--- config.mk ---
export PLATFORM = sky130hd
export DESIGN_NAME = mem_arbiter
export DESIGN_NICKNAME = d
export VERILOG_FILES = /design/src/rtl/mem_arb_pkg.sv /design/src/rtl/arb_wait_counter.sv /design/src/rtl/mem_arbiter.sv
export SDC_FILE = /design/constraint.sdc
export NUM_CORES = 1
export LEC_CHECK = 0
export BUFFER_PORTS_ARGS = -buffer_cell sky130_fd_sc_hd__buf_4
export CAP_MARGIN = 20
export CORE_ASPECT_RATIO = 0.75
export CORE_MARGIN = 8
export CORE_UTILIZATION = 46
export DETAILED_ROUTE_END_ITERATION = 7
export PLACE_DENSITY_LB_ADDON = 0.05
export SYNTH_ARGS = -nofsm -noshare
export SYNTH_HDL_FRONTEND = slang
export SYNTH_SLANG_ARGS = --single-unit
--- constraint.sdc ---
create_clock -name clk -period 2.5 [get_ports clk]
set_input_delay 0.125 -clock clk [delete_from_list [all_inputs] [get_ports clk]]
set_output_delay 0.125 -clock clk [all_outputs]
set_load 0.05 [all_outputs]
--- src/rtl/mem_arb_pkg.sv ---
// Shared definitions for the memory arbiter: FSM state codes, access-size
// codes and the wait-counter width.
package mem_arb_pkg;

  localparam int WAIT_W = 8;

  localparam logic [2:0] ST_IDLE   = 3'd0;
  localparam logic [2:0] ST_BUSY_D = 3'd1;
  localparam logic [2:0] ST_BUSY_I = 3'd2;
  localparam logic [2:0] ST_DONE_D = 3'd3;
  localparam logic [2:0] ST_DONE_I = 3'd4;

  localparam logic [2:0] DM_B  = 3'b000;
  localparam logic [2:0] DM_H  = 3'b001;
  localparam logic [2:0] DM_W  = 3'b010;
  localparam logic [2:0] DM_BU = 3'b100;
  localparam logic [2:0] DM_HU = 3'b101;

  // Instruction fetches are always full-word reads.
  localparam logic [2:0] DM_FETCH = DM_W;

  function automatic logic is_busy(input logic [2:0] st);
    return (st == ST_BUSY_D) || (st == ST_BUSY_I);
  endfunction

endpackage

--- src/rtl/arb_wait_counter.sv ---
// Counts BUSY cycles without an acknowledge; hit flags the cycle on which the
// count would reach the limit, i.e. the last cycle the arbiter waits.
module arb_wait_counter
  import mem_arb_pkg::*;
(
  input  logic              clk,
  input  logic              reset,
  input  logic              clear,
  input  logic              enable,
  input  logic [WAIT_W-1:0] limit,
  output logic              hit
);

  logic [WAIT_W-1:0] r_cnt;
  logic [WAIT_W:0]   w_next;

  assign w_next = {1'b0, r_cnt} + {{WAIT_W{1'b0}}, 1'b1};
  assign hit    = enable && (w_next == {1'b0, limit});

  always_ff @(posedge clk) begin
    if (reset || clear) begin
      r_cnt <= '0;
    end else if (enable) begin
      r_cnt <= w_next[WAIT_W-1:0];
    end
  end

endmodule

--- src/rtl/mem_arbiter.sv ---
// Two-requester arbiter (data load/store over instruction fetch) in front of a
// single registered memory port, with a sticky timeout on missing acknowledges.
module mem_arbiter
  import mem_arb_pkg::*;
#(
  parameter int MAX_WAIT = 15
) (
  input  logic        clk,
  input  logic        reset,
  input  logic        if_req,
  input  logic [31:0] if_addr,
  output logic [31:0] if_rdata,
  output logic        if_ready,
  input  logic        d_read,
  input  logic        d_write,
  input  logic [31:0] d_addr,
  input  logic [31:0] d_wdata,
  input  logic [2:0]  d_dmtype,
  output logic [31:0] d_rdata,
  output logic        d_ready,
  output logic        mem_req,
  output logic        mem_we,
  output logic [31:0] mem_addr,
  output logic [31:0] mem_wdata,
  output logic [2:0]  mem_dmtype,
  input  logic [31:0] mem_rdata,
  input  logic        mem_ack,
  output logic        stall,
  output logic        err
);

  localparam logic [WAIT_W-1:0] LIMIT = WAIT_W'(MAX_WAIT);

  logic [2:0]  r_state;
  logic        r_mem_req;
  logic        r_mem_we;
  logic [31:0] r_mem_addr;
  logic [31:0] r_mem_wdata;
  logic [2:0]  r_mem_dmtype;
  logic [31:0] r_d_rdata;
  logic [31:0] r_if_rdata;
  logic        r_d_ready;
  logic        r_if_ready;
  logic        r_err;

  logic w_d_any;
  logic w_busy;
  logic w_grant;
  logic w_cnt_en;
  logic w_hit;
  logic w_finish;

  assign w_d_any  = d_read | d_write;
  assign w_busy   = is_busy(r_state);
  assign w_grant  = (r_state == ST_IDLE) && (w_d_any || if_req);
  assign w_cnt_en = w_busy && !mem_ack;
  assign w_finish = w_busy && (mem_ack || w_hit);

  arb_wait_counter u_wait (
    .clk    (clk),
    .reset  (reset),
    .clear  (w_grant),
    .enable (w_cnt_en),
    .limit  (LIMIT),
    .hit    (w_hit)
  );

  always_ff @(posedge clk) begin
    if (reset) begin
      r_state      <= ST_IDLE;
      r_mem_req    <= 1'b0;
      r_mem_we     <= 1'b0;
      r_mem_addr   <= '0;
      r_mem_wdata  <= '0;
      r_mem_dmtype <= '0;
      r_d_rdata    <= '0;
      r_if_rdata   <= '0;
      r_d_ready    <= 1'b0;
      r_if_ready   <= 1'b0;
      r_err        <= 1'b0;
    end else begin
      r_d_ready  <= 1'b0;
      r_if_ready <= 1'b0;
      case (r_state)
        ST_IDLE: begin
          // Data wins; a write overrides a simultaneous read.
          if (w_d_any) begin
            r_state      <= ST_BUSY_D;
            r_mem_req    <= 1'b1;
            r_mem_we     <= d_write;
            r_mem_addr   <= d_addr;
            r_mem_wdata  <= d_wdata;
            r_mem_dmtype <= d_dmtype;
          end else if (if_req) begin
            r_state      <= ST_BUSY_I;
            r_mem_req    <= 1'b1;
            r_mem_we     <= 1'b0;
            r_mem_addr   <= if_addr;
            r_mem_wdata  <= '0;
            r_mem_dmtype <= DM_FETCH;
          end
        end
        ST_BUSY_D: begin
          if (w_finish) begin
            r_state   <= ST_DONE_D;
            r_mem_req <= 1'b0;
            r_d_ready <= 1'b1;
            r_err     <= r_err | w_hit;
            // Stores leave the load-data register untouched.
            if (!r_mem_we) r_d_rdata <= mem_ack ? mem_rdata : '0;
          end
        end
        ST_BUSY_I: begin
          if (w_finish) begin
            r_state    <= ST_DONE_I;
            r_mem_req  <= 1'b0;
            r_if_ready <= 1'b1;
            r_err      <= r_err | w_hit;
            r_if_rdata <= mem_ack ? mem_rdata : '0;
          end
        end
        default: r_state <= ST_IDLE;
      endcase
    end
  end

  assign mem_req    = r_mem_req;
  assign mem_we     = r_mem_we;
  assign mem_addr   = r_mem_addr;
  assign mem_wdata  = r_mem_wdata;
  assign mem_dmtype = r_mem_dmtype;
  assign d_rdata    = r_d_rdata;
  assign d_ready    = r_d_ready;
  assign if_rdata   = r_if_rdata;
  assign if_ready   = r_if_ready;
  assign err        = r_err;

  assign stall = (w_d_any & ~r_d_ready) | (if_req & ~r_if_ready);

endmodule

==> metrics.log, run 1 <==
INFO  metric achievable-frequency = 435 MHz
INFO  metric worstSetupStartpointType = flop
INFO  metric drt_iter0_markers = 482
INFO  metric port_bufs = about 270
INFO  metric tritoncts = done
INFO  metric postRouteWirelength = roughly 21000 µm
INFO  metric globalRouteTotalUtil = 25.6%
INFO  metric cts.htree.levels = 4
INFO  metric coreArea = about 0.012 mm²
INFO  metric totalNegativeSetupSlack = 0 ns
INFO  metric antenna_violating_nets_post_route = 0
INFO  metric period_share = 92.0%
INFO  metric hold_path_class = in2reg
INFO  metric setup.worst_path.class = reg2reg
INFO  metric cts_buffer_depth = 2
INFO  metric post_synth_num_cell_types = 41
INFO  metric ys_warn_count = 0
INFO  metric diode_count = 0
INFO  metric routed_via_density = 5.45
INFO  metric postSynthCellCount = roughly 600
INFO  metric layout_commonest_cell = buf_4
INFO  metric floorplan.die_area = 0.0161 mm²
INFO  metric maxSlewViolCount = 0
INFO  metric grt_max_degree = 67
INFO  metric arrival = 2.65 ns
INFO  metric required_time_of_the_critical_path = around 2.9 ns
INFO  metric max-vdd-ir-drop = between 600 and 700 µV
INFO  metric final_estimated_routing_congestion_in_global_placement = 0.862
INFO  metric status = finished clean
INFO  metric detailed_place_hpwl = 14100 µm
INFO  metric cts.clk_slew.worst_paths = 0.06 ns
INFO  metric dr.pass1.iters = 5
INFO  metric grt-ovfl-total = 0
INFO  metric io-pin-count = roughly 270
INFO  metric timing.max_cap.violations = 0
INFO  metric synth_seq_cells = 147
INFO  metric synthesis.nets = 727
INFO  metric grt_antenna_before_repair = 0
INFO  metric drive_gt1_share = approximately a third
INFO  metric via_count = ~6100
INFO  metric cts_root_buf = clkbuf_16
INFO  metric timing.final.setup_violations = 0
INFO  metric crit_fanout = 66
INFO  metric post_synth_instance_area = 0.00565 mm²
INFO  metric rsz0062_at_grt = false
INFO  metric number_of_endpoints_with_negative_hold_slack_in_the_final_report = 0
INFO  metric cts-buffers-inserted = 17
INFO  metric start_util = 46.6%
INFO  metric area.growth.synth_to_final = 65.2%
INFO  metric finalHoldWorstSlack = approximately 0.013 ns
INFO  metric relSlewSlack = 61.9%
INFO  metric synth.yosys.seq_area_share = between 50% and 60%
INFO  metric timing_worst_slew_pin_value = 0.570 ns
INFO  metric wire_length_of_the_first_global_routing_pass = 33100 µm
INFO  metric pwr_dens = 811 mW/mm²
INFO  metric dieHeight = 112 µm
INFO  metric depth_of_the_worst_register_to_register_path = 6
INFO  metric floorplan.die.width = around 140 µm
INFO  metric mostFrequentLayoutCells = buf_4, dfxtp_1, dlygate4sd3_1
INFO  metric cts_setup_buffers = 0
INFO  metric endpoint_kind = flop
INFO  metric clk_latency = a little over 0.4 ns
INFO  metric first_global_vias = 6200
INFO  metric number_of_sinks_on_the_clock_net = ~150
INFO  metric worst_clock_skew = 0.0103 ns
INFO  metric min_path_cells = 3
INFO  metric post-route-drc-count = 0
INFO  metric power.leakage = 3.98 nW
INFO  metric post-layout-total-power = 7.57 mW
INFO  metric routedWlPerCell = 18.8 µm
INFO  metric finalCriticalPeriod = about 2.3 ns
INFO  metric num_rows = 35
INFO  metric syn_area_per_cell = 9.61 µm²
INFO  metric num-nets-final = 1074
==> cell families (layout without fill, tap and decap cells) <==
group	count (synthesis)	in the layout	share of synthesized area [%]
compound gates	213	213	28.5
simple gates	158	158	12.6
flops	147	147	52.1
buf+inv	60	420	5.11
xor+xnor	8	8	1.24
fa+ha+maj	2	2	0.443
==> power breakdown <==
group          switching, mW  internal, mW
combinational           1.58         0.868
sequential             0.168          2.61
clock                   1.06          1.29
total                   2.80          4.77
==> worst paths after layout <==
kind	from	to	slack, ns
hold / removal	if_addr[4]	mem_addr[4]$_SDFFE_PP0P_	0.01
setup reg to reg	r_state[0]$_SDFFE_PP0P_	mem_addr[29]$_SDFFE_PP0P_	0.20
setup / recovery	r_state[0]$_SDFFE_PP0P_	mem_addr[29]$_SDFFE_PP0P_	0.20
hold reg to reg	mem_wdata[12]$_SDFFE_PP0P_	mem_wdata[12]$_SDFFE_PP0P_	0.47
==> critical path, stage by stage, from the launching register on <==
cell           delay [ns]
dfxtp_1              0.40
nor3_2               0.32
nor2b_4              0.27
buf_12               0.27
nor2_1               0.08
a311oi_1             0.26
dlygate4sd3_1        0.59
==> cell usage after synthesis, drive strengths merged <==
| master | instances | area share, % |
|---|---|---|
| a221oi | 1 | 0.46 |
| clkbuf | 33 | 2.2 |
| a31oi | 2 | 0.22 |
| buf | 24 | 2.7 |
| and2 | 1 | 0.11 |
| and3b | 2 | 0.31 |
| a311oi | 64 | 9.9 |
| a22o | 66 | 10 |
| nand2 | 72 | 4.8 |
| inv | 3 | 0.20 |
| o21a | 1 | 0.13 |
| and4 | 1 | 0.15 |
| nand3b | 1 | 0.13 |
| nor2 | 52 | 3.5 |
| nand2b | 2 | 0.22 |
| nor2b | 4 | 0.44 |
| a21oi | 35 | 3.1 |
| o211a | 1 | 0.18 |
| nor3 | 7 | 0.62 |
| and3 | 2 | 0.31 |
| xnor2 | 2 | 0.31 |
| xor2 | 6 | 0.93 |
| ha | 2 | 0.44 |
| a211oi | 4 | 0.53 |
| or3 | 1 | 0.20 |
| nand4 | 2 | 0.22 |
| o22ai | 2 | 0.22 |
| or2 | 1 | 0.11 |
| a211o | 1 | 0.15 |
| nor3b | 2 | 0.55 |
| nor4 | 4 | 0.55 |
| dfxtp | 147 | 52 |
| nand3 | 4 | 0.44 |
| o21ai | 36 | 3.4 |
==> flip-flops by register name, indices dropped and copies added (netlist names) <==
register      count
d_rdata          32
err               1
if_ready          1
u_wait.r_cnt      8
d_ready           1
if_rdata         32
mem_wdata        32
mem_we            1
mem_req           1
mem_addr         32
mem_dmtype        3
r_state           3
==> layer usage <==
metal	part of all wire (%)	vias to the layer above	global-route usage, %	wire length [µm]
met5	0	-	0	0
met4	2.4	0	9.50	510
met3	11	37	8.38	2310
met2	47	283	40.9	9880
met1	39	2851	31.2	8270
li1	-	2895	-	-
==> through the flow <==
stage	area [µm²]	utilization, %	worst slack [ns]	std cells
global route	9340	77.0	0.0385	1114
detailed placement	7770	64.1	0.377	981
finish	9340	77.0	0.199	1114
floorplan	5650	-	0.644	588
CTS	9330	76.9	0.136	1114
global placement	7770	64.1	0.464	981
==> repair_timing <==
action	4_1_cts	5_1_grt
endpoints found under the hold margin	104	0
endpoints found under the setup margin	0	5
hold buffers	101	0
gates resized for setup	0	1
==> cell type report <==
type,count,area [µm²]
clock buffer,17,425
clock inverter,15,123
fill,801,2790
inverter,3,11.3
multi-input combinational,381,2450
sequential,147,2940
tap,166,208
timing repair buffer,385,3180
No activity file was read; power rests on OpenSTA's default activity.
==> inputs of run 2 (changes only) <==
--- a/config.mk
+++ b/config.mk
@@ -7,9 +7,11 @@
 export LEC_CHECK = 0
 export BUFFER_PORTS_ARGS = -buffer_cell sky130_fd_sc_hd__buf_4
 export CAP_MARGIN = 20
+export CELL_PAD_IN_SITES_DETAIL_PLACEMENT = 1
+export CELL_PAD_IN_SITES_GLOBAL_PLACEMENT = 1
 export CORE_ASPECT_RATIO = 0.75
 export CORE_MARGIN = 8
-export CORE_UTILIZATION = 46
+export CORE_UTILIZATION = 33
 export DETAILED_ROUTE_END_ITERATION = 7
 export PLACE_DENSITY_LB_ADDON = 0.05
 export SYNTH_ARGS = -nofsm -noshare
==> metrics.log, run 2 (synthesis results as in run 1) <==
INFO  metric cts-buffers-inserted = 17 (unchanged)
INFO  metric finalCriticalPeriod = 2.26 ns (-0.0450 ns)
INFO  metric antenna_violating_nets_post_route = 0 (unchanged)
INFO  metric grt_antenna_before_repair = 1 (+1)
INFO  metric tritoncts = done
INFO  metric timing.max_cap.violations = 0 (unchanged)
INFO  metric layout_commonest_cell = buf_4
INFO  metric worstSetupStartpointType = flop
INFO  metric achievable-frequency = 443 MHz (+2.0%)
INFO  metric arrival = 2.54 ns (-0.11 ns)
INFO  metric endpoint_kind = flop
INFO  metric coreArea = 0.0168 mm² (+38%)
INFO  metric final_estimated_routing_congestion_in_global_placement = 0.765 (-11%)
INFO  metric timing_worst_slew_pin_value = 0.542 ns (-0.0280 ns)
INFO  metric cts_setup_buffers = 0 (unchanged)
INFO  metric globalRouteTotalUtil = 21.4% (-4.2 points)
INFO  metric cts_root_buf = clkbuf_16
INFO  metric drive_gt1_share = 34.6% (-0.45 points)
INFO  metric place_area = 0.00785 mm² (+0.92%)
INFO  metric critical_path.reg2reg.endpoint = if_rdata[16]$_SDFFE_PP0P_
INFO  metric grt_max_degree = 69 (+3.0%)
INFO  metric floorplan.die.width = 167 µm (+16%)
INFO  metric cts.htree.levels = 4 (unchanged)
INFO  metric status = finished clean
INFO  metric min_delay_worst_endpoint = mem_addr[26]$_SDFFE_PP0P_
INFO  metric floorplan.die_area = 0.0216 mm² (+34%)
INFO  metric io-pin-count = 274 (unchanged)
INFO  metric clk_latency = 0.42 ns (about the same)
INFO  metric startpoint_of_the_tightest_hold_check_path = d_addr[26]
INFO  metric timing.final.setup_violations = 0 (unchanged)
INFO  metric worst_case_register_to_register_setup_slack = 0.24 ns (+0.04 ns)
INFO  metric min_path_cells = 3 (unchanged)
INFO  metric number_of_sinks_on_the_clock_net = 147 (unchanged)
INFO  metric via_count = 6117 (+0.84%)
INFO  metric worst_r2r_startpoint = u_wait.r_cnt[0]$_SDFFE_PP0P_
INFO  metric cts.clk_slew.worst_paths = 0.06 ns (about the same)
INFO  metric max-vdd-ir-drop = 484 µV (-20%)
INFO  metric dr.pass1.iters = 5 (unchanged)
INFO  metric setup.worst_path.class = reg2reg
INFO  metric routed_via_density = 5.18 (-5.0%)
INFO  metric detailed_place_hpwl = 16000 µm (+13%)
INFO  metric hold_path_class = in2reg
INFO  metric power.leakage = 4.10 nW (+3.1%)
INFO  metric wire_length_of_the_first_global_routing_pass = 37200 µm (+13%)
INFO  metric detailedPlace.worstSlack = 0.291 ns (-0.0857 ns)
INFO  metric port_bufs = 273 (unchanged)
INFO  metric post-route-drc-count = 0 (unchanged)
INFO  metric mostFrequentLayoutCells = buf_4, dfxtp_1, dlygate4sd3_1
INFO  metric crit_fanout = 27 (-59%)
INFO  metric final_area = 0.00962 mm² (+3.1%)
INFO  metric worst_slack = 0.244 ns (+0.0450 ns)
INFO  metric postRouteWirelength = 23700 µm (+13%)
INFO  metric drt_iter0_markers = 278 (-42%)
INFO  metric routedWlPerCell = 20.0 µm (+6.5%)
INFO  metric num_rows = 41 (+17%)
INFO  metric relSlewSlack = 63.5% (+1.5 points)
INFO  metric period_share = 90.2% (-1.8 points)
INFO  metric start_util = 33.7% (-13 points)
INFO  metric cts_buffer_depth = 2 (unchanged)
INFO  metric totalNegativeSetupSlack = 0 ns (unchanged)
INFO  metric pwr_dens = 828 mW/mm² (+2.1%)
INFO  metric rsz0062_at_grt = false
INFO  metric number_of_endpoints_with_negative_hold_slack_in_the_final_report = 0 (unchanged)
INFO  metric required_time_of_the_critical_path = 2.78 ns (-0.07 ns)
INFO  metric grt-ovfl-total = 0 (unchanged)
INFO  metric maxSlewViolCount = 0 (unchanged)
INFO  metric dieHeight = 129 µm (+15%)
INFO  metric finalHoldWorstSlack = 0.0173 ns (+0.00386 ns)
INFO  metric first_global_vias = 6675 (+7.7%)
INFO  metric area.growth.synth_to_final = 70.2%
INFO  metric depth_of_the_worst_register_to_register_path = 7 (+1)
INFO  metric num-nets-final = 1092 (+1.7%)
INFO  metric worst_clock_skew = 0.00970 ns (-0.000626 ns)
==> run 2: changes by cell type in the layout (fill, tap and decap cells not counted), moves of 2 or more <==
cell / previous run / this run
dlygate4sd3_1: 101 / 116
clkbuf_8: 0 / 2
buf_4: 281 / 285
inv_6: 5 / 2
inv_8: 2 / 0
bufinv_16: 0 / 3
==> run 2: power by group <==
group	internal [mW]	total [mW]	switching, mW
Combinational	0.919	2.53	1.62
Clock	1.62	2.65	1.03
Sequential	2.61	2.78	0.173
Total	5.15	7.97	2.82
==> run 2: routing by layer <==
metal	track usage (%)	routed length, µm	share of wire, %	vias to the layer above
met5	0	0	0	-
met4	5.55	374	1.6	0
met3	7.32	1580	6.7	30
met2	37.4	11700	49	188
met1	24.8	10100	43	2977
li1	-	-	-	2922
==> run 2: cell type report <==
type / count / area [µm²]
clock buffers: 20 / 457
inverters: 3 / 11.3
diodes: 1 / 2.50
repair buffers: 403 / 3340
clock inverters: 12 / 153
multi-input cells: 381 / 2450
fillers: 1834 / 7150
well taps: 215 / 269
flip-flops and latches: 147 / 2940
==> run 2: what timing repair did <==
item,CTS,global route
hold buffers,116,0
resized for setup,0,1
endpoints found under the hold margin,120,0
endpoints found under the setup margin,0,8
==> run 2: per-stage QoR <==
step / power [mW] / util [%] / cells
after detailed placement: 5.15 / 46.8 / 1033
after floorplan: 4.31 / - / 588
after global placement: 5.09 / 46.8 / 1033
after global routing: 8.32 / 57.4 / 1182
after CTS: 8.03 / 57.3 / 1181
final: 7.97 / 57.4 / 1182
==> run 2: worst max-delay path, cell delays in order, from the launching register on <==
cell and delay (ns):
dfxtp_1 0.45, ha_1 0.29, and4_1 0.23, a21oi_1 0.14
or3_4 0.38, o21ai_4 0.14, buf_4 0.31, a311oi_1 0.16
==> run 2: worst max path at each step <==
stage	startpoint	endpoint	slack [ns]	cells past startpoint
after floorplan	u_wait.r_cnt[0]$_SDFFE_PP0P_	if_rdata[22]$_SDFFE_PP0P_	0.64	7
after global placement	u_wait.r_cnt[0]$_SDFFE_PP0P_	if_rdata[10]$_SDFFE_PP0P_	0.46	7
after detailed placement	u_wait.r_cnt[0]$_SDFFE_PP0P_	if_rdata[11]$_SDFFE_PP0P_	0.29	7
after CTS	r_state[0]$_SDFFE_PP0P_	mem_addr[15]$_SDFFE_PP0P_	0.18	6
after global routing	r_state[0]$_SDFFE_PP0P_	mem_addr[22]$_SDFFE_PP0P_	0.07	6
final	u_wait.r_cnt[0]$_SDFFE_PP0P_	if_rdata[16]$_SDFFE_PP0P_	0.24	7
==> inputs of run 3 (changes only) <==
--- a/config.mk
+++ b/config.mk
@@ -14,6 +14,7 @@
 export CORE_UTILIZATION = 33
 export DETAILED_ROUTE_END_ITERATION = 7
 export PLACE_DENSITY_LB_ADDON = 0.05
+export SETUP_SLACK_MARGIN = 0.4
 export SYNTH_ARGS = -nofsm -noshare
 export SYNTH_HDL_FRONTEND = slang
 export SYNTH_SLANG_ARGS = --single-unit
==> metrics.log, run 3 (synthesis results as in run 1) <==
INFO  metric cts_setup_buffers = 0 (unchanged)
INFO  metric number_of_endpoints_with_negative_hold_slack_in_the_final_report = 0 (unchanged)
INFO  metric cts_root_buf = clkbuf_16
INFO  metric grt_max_degree = 69 (unchanged)
INFO  metric worst_r2r_startpoint = u_wait.r_cnt[2]$_SDFFE_PP0P_
INFO  metric status = finished clean
INFO  metric min_path_cells = 3 (unchanged)
INFO  metric depth_of_the_worst_register_to_register_path = 6 (-1)
INFO  metric cts-buffers-inserted = 17 (unchanged)
INFO  metric totalNegativeSetupSlack = 0 ns (unchanged)
INFO  metric area.growth.synth_to_final = 70.7%
INFO  metric routedWlPerCell = 20.3 µm (+1.4%)
INFO  metric relSlewSlack = 63.0% (-0.52 points)
INFO  metric detailed_place_hpwl = 16000 µm (unchanged)
INFO  metric drt_iter0_markers = 249 (-10%)
INFO  metric num_rows = 41 (unchanged)
INFO  metric worstSetupStartpointType = flop
INFO  metric floorplan.die_area = 0.0216 mm² (unchanged)
INFO  metric hold_path_class = in2reg
INFO  metric worst_clock_skew = 0.00799 ns (-0.00171 ns)
INFO  metric placed_cells = 1033 (unchanged)
INFO  metric finalCriticalPeriod = 1.99 ns (-0.269 ns)
INFO  metric num-nets-final = 1092 (unchanged)
INFO  metric start_util = 33.7% (unchanged)
INFO  metric wire_length_of_the_first_global_routing_pass = 37600 µm (+0.96%)
INFO  metric antenna_violating_nets_post_route = 0 (unchanged)
INFO  metric dr.pass1.iters = 4 (-1)
INFO  metric arrival = 2.35 ns (-0.19 ns)
INFO  metric number_of_cells_in_the_finished_layout_apart_from_fillers = 1184 (+0.17%)
INFO  metric clk_latency = 0.42 ns (about the same)
INFO  metric period_share = 79.5% (-11 points)
INFO  metric min_delay_worst_endpoint = mem_addr[26]$_SDFFE_PP0P_
INFO  metric worst_case_register_to_register_setup_slack = 0.51 ns (+0.27 ns)
INFO  metric final_estimated_routing_congestion_in_global_placement = 0.765 (unchanged)
INFO  metric timing.max_cap.violations = 0 (unchanged)
INFO  metric maxSlewViolCount = 0 (unchanged)
INFO  metric layout.core_utilization = 57.5% (+0.15 points)
INFO  metric grt-ovfl-total = 0 (unchanged)
INFO  metric mostFrequentLayoutCells = buf_4, dfxtp_1, dlygate4sd3_1
INFO  metric floorplan.die.width = 167 µm (unchanged)
INFO  metric timing_worst_slew_pin_value = 0.556 ns (+0.0135 ns)
INFO  metric grt_antenna_before_repair = 3 (+2)
INFO  metric max-vdd-ir-drop = 484 µV (about the same)
INFO  metric post-route-drc-count = 0 (unchanged)
INFO  metric first_global_vias = 6693 (+0.27%)
INFO  metric globalRouteTotalUtil = 21.6% (+0.21 points)
INFO  metric drive_gt1_share = 34.9% (+0.31 points)
INFO  metric pwr_dens = 821 mW/mm² (-0.84%)
INFO  metric startpoint_of_the_tightest_hold_check_path = d_addr[26]
INFO  metric layout_commonest_cell = buf_4
INFO  metric number_of_sinks_on_the_clock_net = 147 (unchanged)
INFO  metric postRouteWirelength = 24100 µm (+1.6%)
INFO  metric dieHeight = 129 µm (unchanged)
INFO  metric cts_buffer_depth = 2 (unchanged)
INFO  metric detailedPlace.worstSlack = 0.291 ns (unchanged)
INFO  metric crit_fanout = 32 (+19%)
INFO  metric post-layout-total-power = 7.92 mW (-0.58%)
INFO  metric cts.clk_slew.worst_paths = 0.06 ns (about the same)
INFO  metric routed_via_density = 5.21 (+0.75%)
INFO  metric required_time_of_the_critical_path = 2.86 ns (+0.08 ns)
INFO  metric worst_slack = 0.513 ns (+0.269 ns)
INFO  metric cts.htree.levels = 4 (unchanged)
INFO  metric critical_path.reg2reg.endpoint = d_rdata[3]$_SDFFE_PP0P_
INFO  metric setup.worst_path.class = reg2reg
INFO  metric rsz0062_at_grt = true
INFO  metric endpoint_kind = flop
INFO  metric timing.final.setup_violations = 0 (unchanged)
INFO  metric io-pin-count = 274 (unchanged)
INFO  metric via_count = 6173 (+0.92%)
INFO  metric power.leakage = 4.08 nW (-0.62%)
INFO  metric port_bufs = 273 (unchanged)
INFO  metric coreArea = 0.0168 mm² (unchanged)
INFO  metric tritoncts = done
INFO  metric achievable-frequency = 503 MHz (+14%)
[run 3: cell count changes in the layout (fill, tap and decap cells not counted), sizes merged]
cell	before	now
diode	1	3
[run 3: area by class of cell]
cell class	instances	area (µm²)
fillers	1829	7130
repair buffers	403	3360
flip-flops and latches	147	2950
multi-input cells	381	2450
clock buffers	20	457
well taps	215	269
clock inverters	12	153
inverters	3	11.3
diodes	3	7.51
[run 3: timing repair]
item / CTS / global route
gates resized for setup: 6 / 3
endpoints found under the hold margin: 120 / 0
endpoints found under the setup margin: 59 / 67
pin swaps: 0 / 0
hold buffers: 116 / 0
[run 3: how the worst max path moves through the flow]
stage	start	end	slack (ns)
3_3_place_gp	u_wait.r_cnt[0]$_SDFFE_PP0P_	if_rdata[10]$_SDFFE_PP0P_	0.46
3_5_place_dp	u_wait.r_cnt[0]$_SDFFE_PP0P_	if_rdata[11]$_SDFFE_PP0P_	0.29
5_1_grt	u_wait.r_cnt[2]$_SDFFE_PP0P_	if_rdata[16]$_SDFFE_PP0P_	0.39
2_1_floorplan	u_wait.r_cnt[0]$_SDFFE_PP0P_	if_rdata[22]$_SDFFE_PP0P_	0.64
6_report	u_wait.r_cnt[2]$_SDFFE_PP0P_	d_rdata[3]$_SDFFE_PP0P_	0.51
4_1_cts	u_wait.r_cnt[1]$_SDFFE_PP0P_	if_rdata[16]$_SDFFE_PP0P_	0.42
[run 3: where the power goes]
group | switching [mW] | internal [mW]
combinational | 1.61 | 0.874
clock | 1.03 | 1.62
sequential | 0.174 | 2.61
[run 3: metrics by stage]
step / instance area (µm²) / hold WS (ns)
global placement: 7850 / 0.343
detailed placement: 7850 / 0.346
CTS: 9630 / 0.00113
global route: 9650 / 0.0118
finish: 9650 / 0.0150
floorplan: 5650 / 0.258
[run 3: routing by layer]
metal	vias up	GRT usage (%)	share of wire [%]
li1	2926	-	-
met1	3004	24.8	43
met2	204	37.7	49
met3	39	7.35	6.0
met4	0	6.81	2.1
met5	-	0	0
[run 3: critical path, cell delays in order (launching register included)]
cell and delay, ns:
dfxtp_1 0.47, and3_4 0.25, nand3_2 0.08, a211o_1 0.34, a221oi_4 0.27, buf_6 0.29, a22o_1 0.18
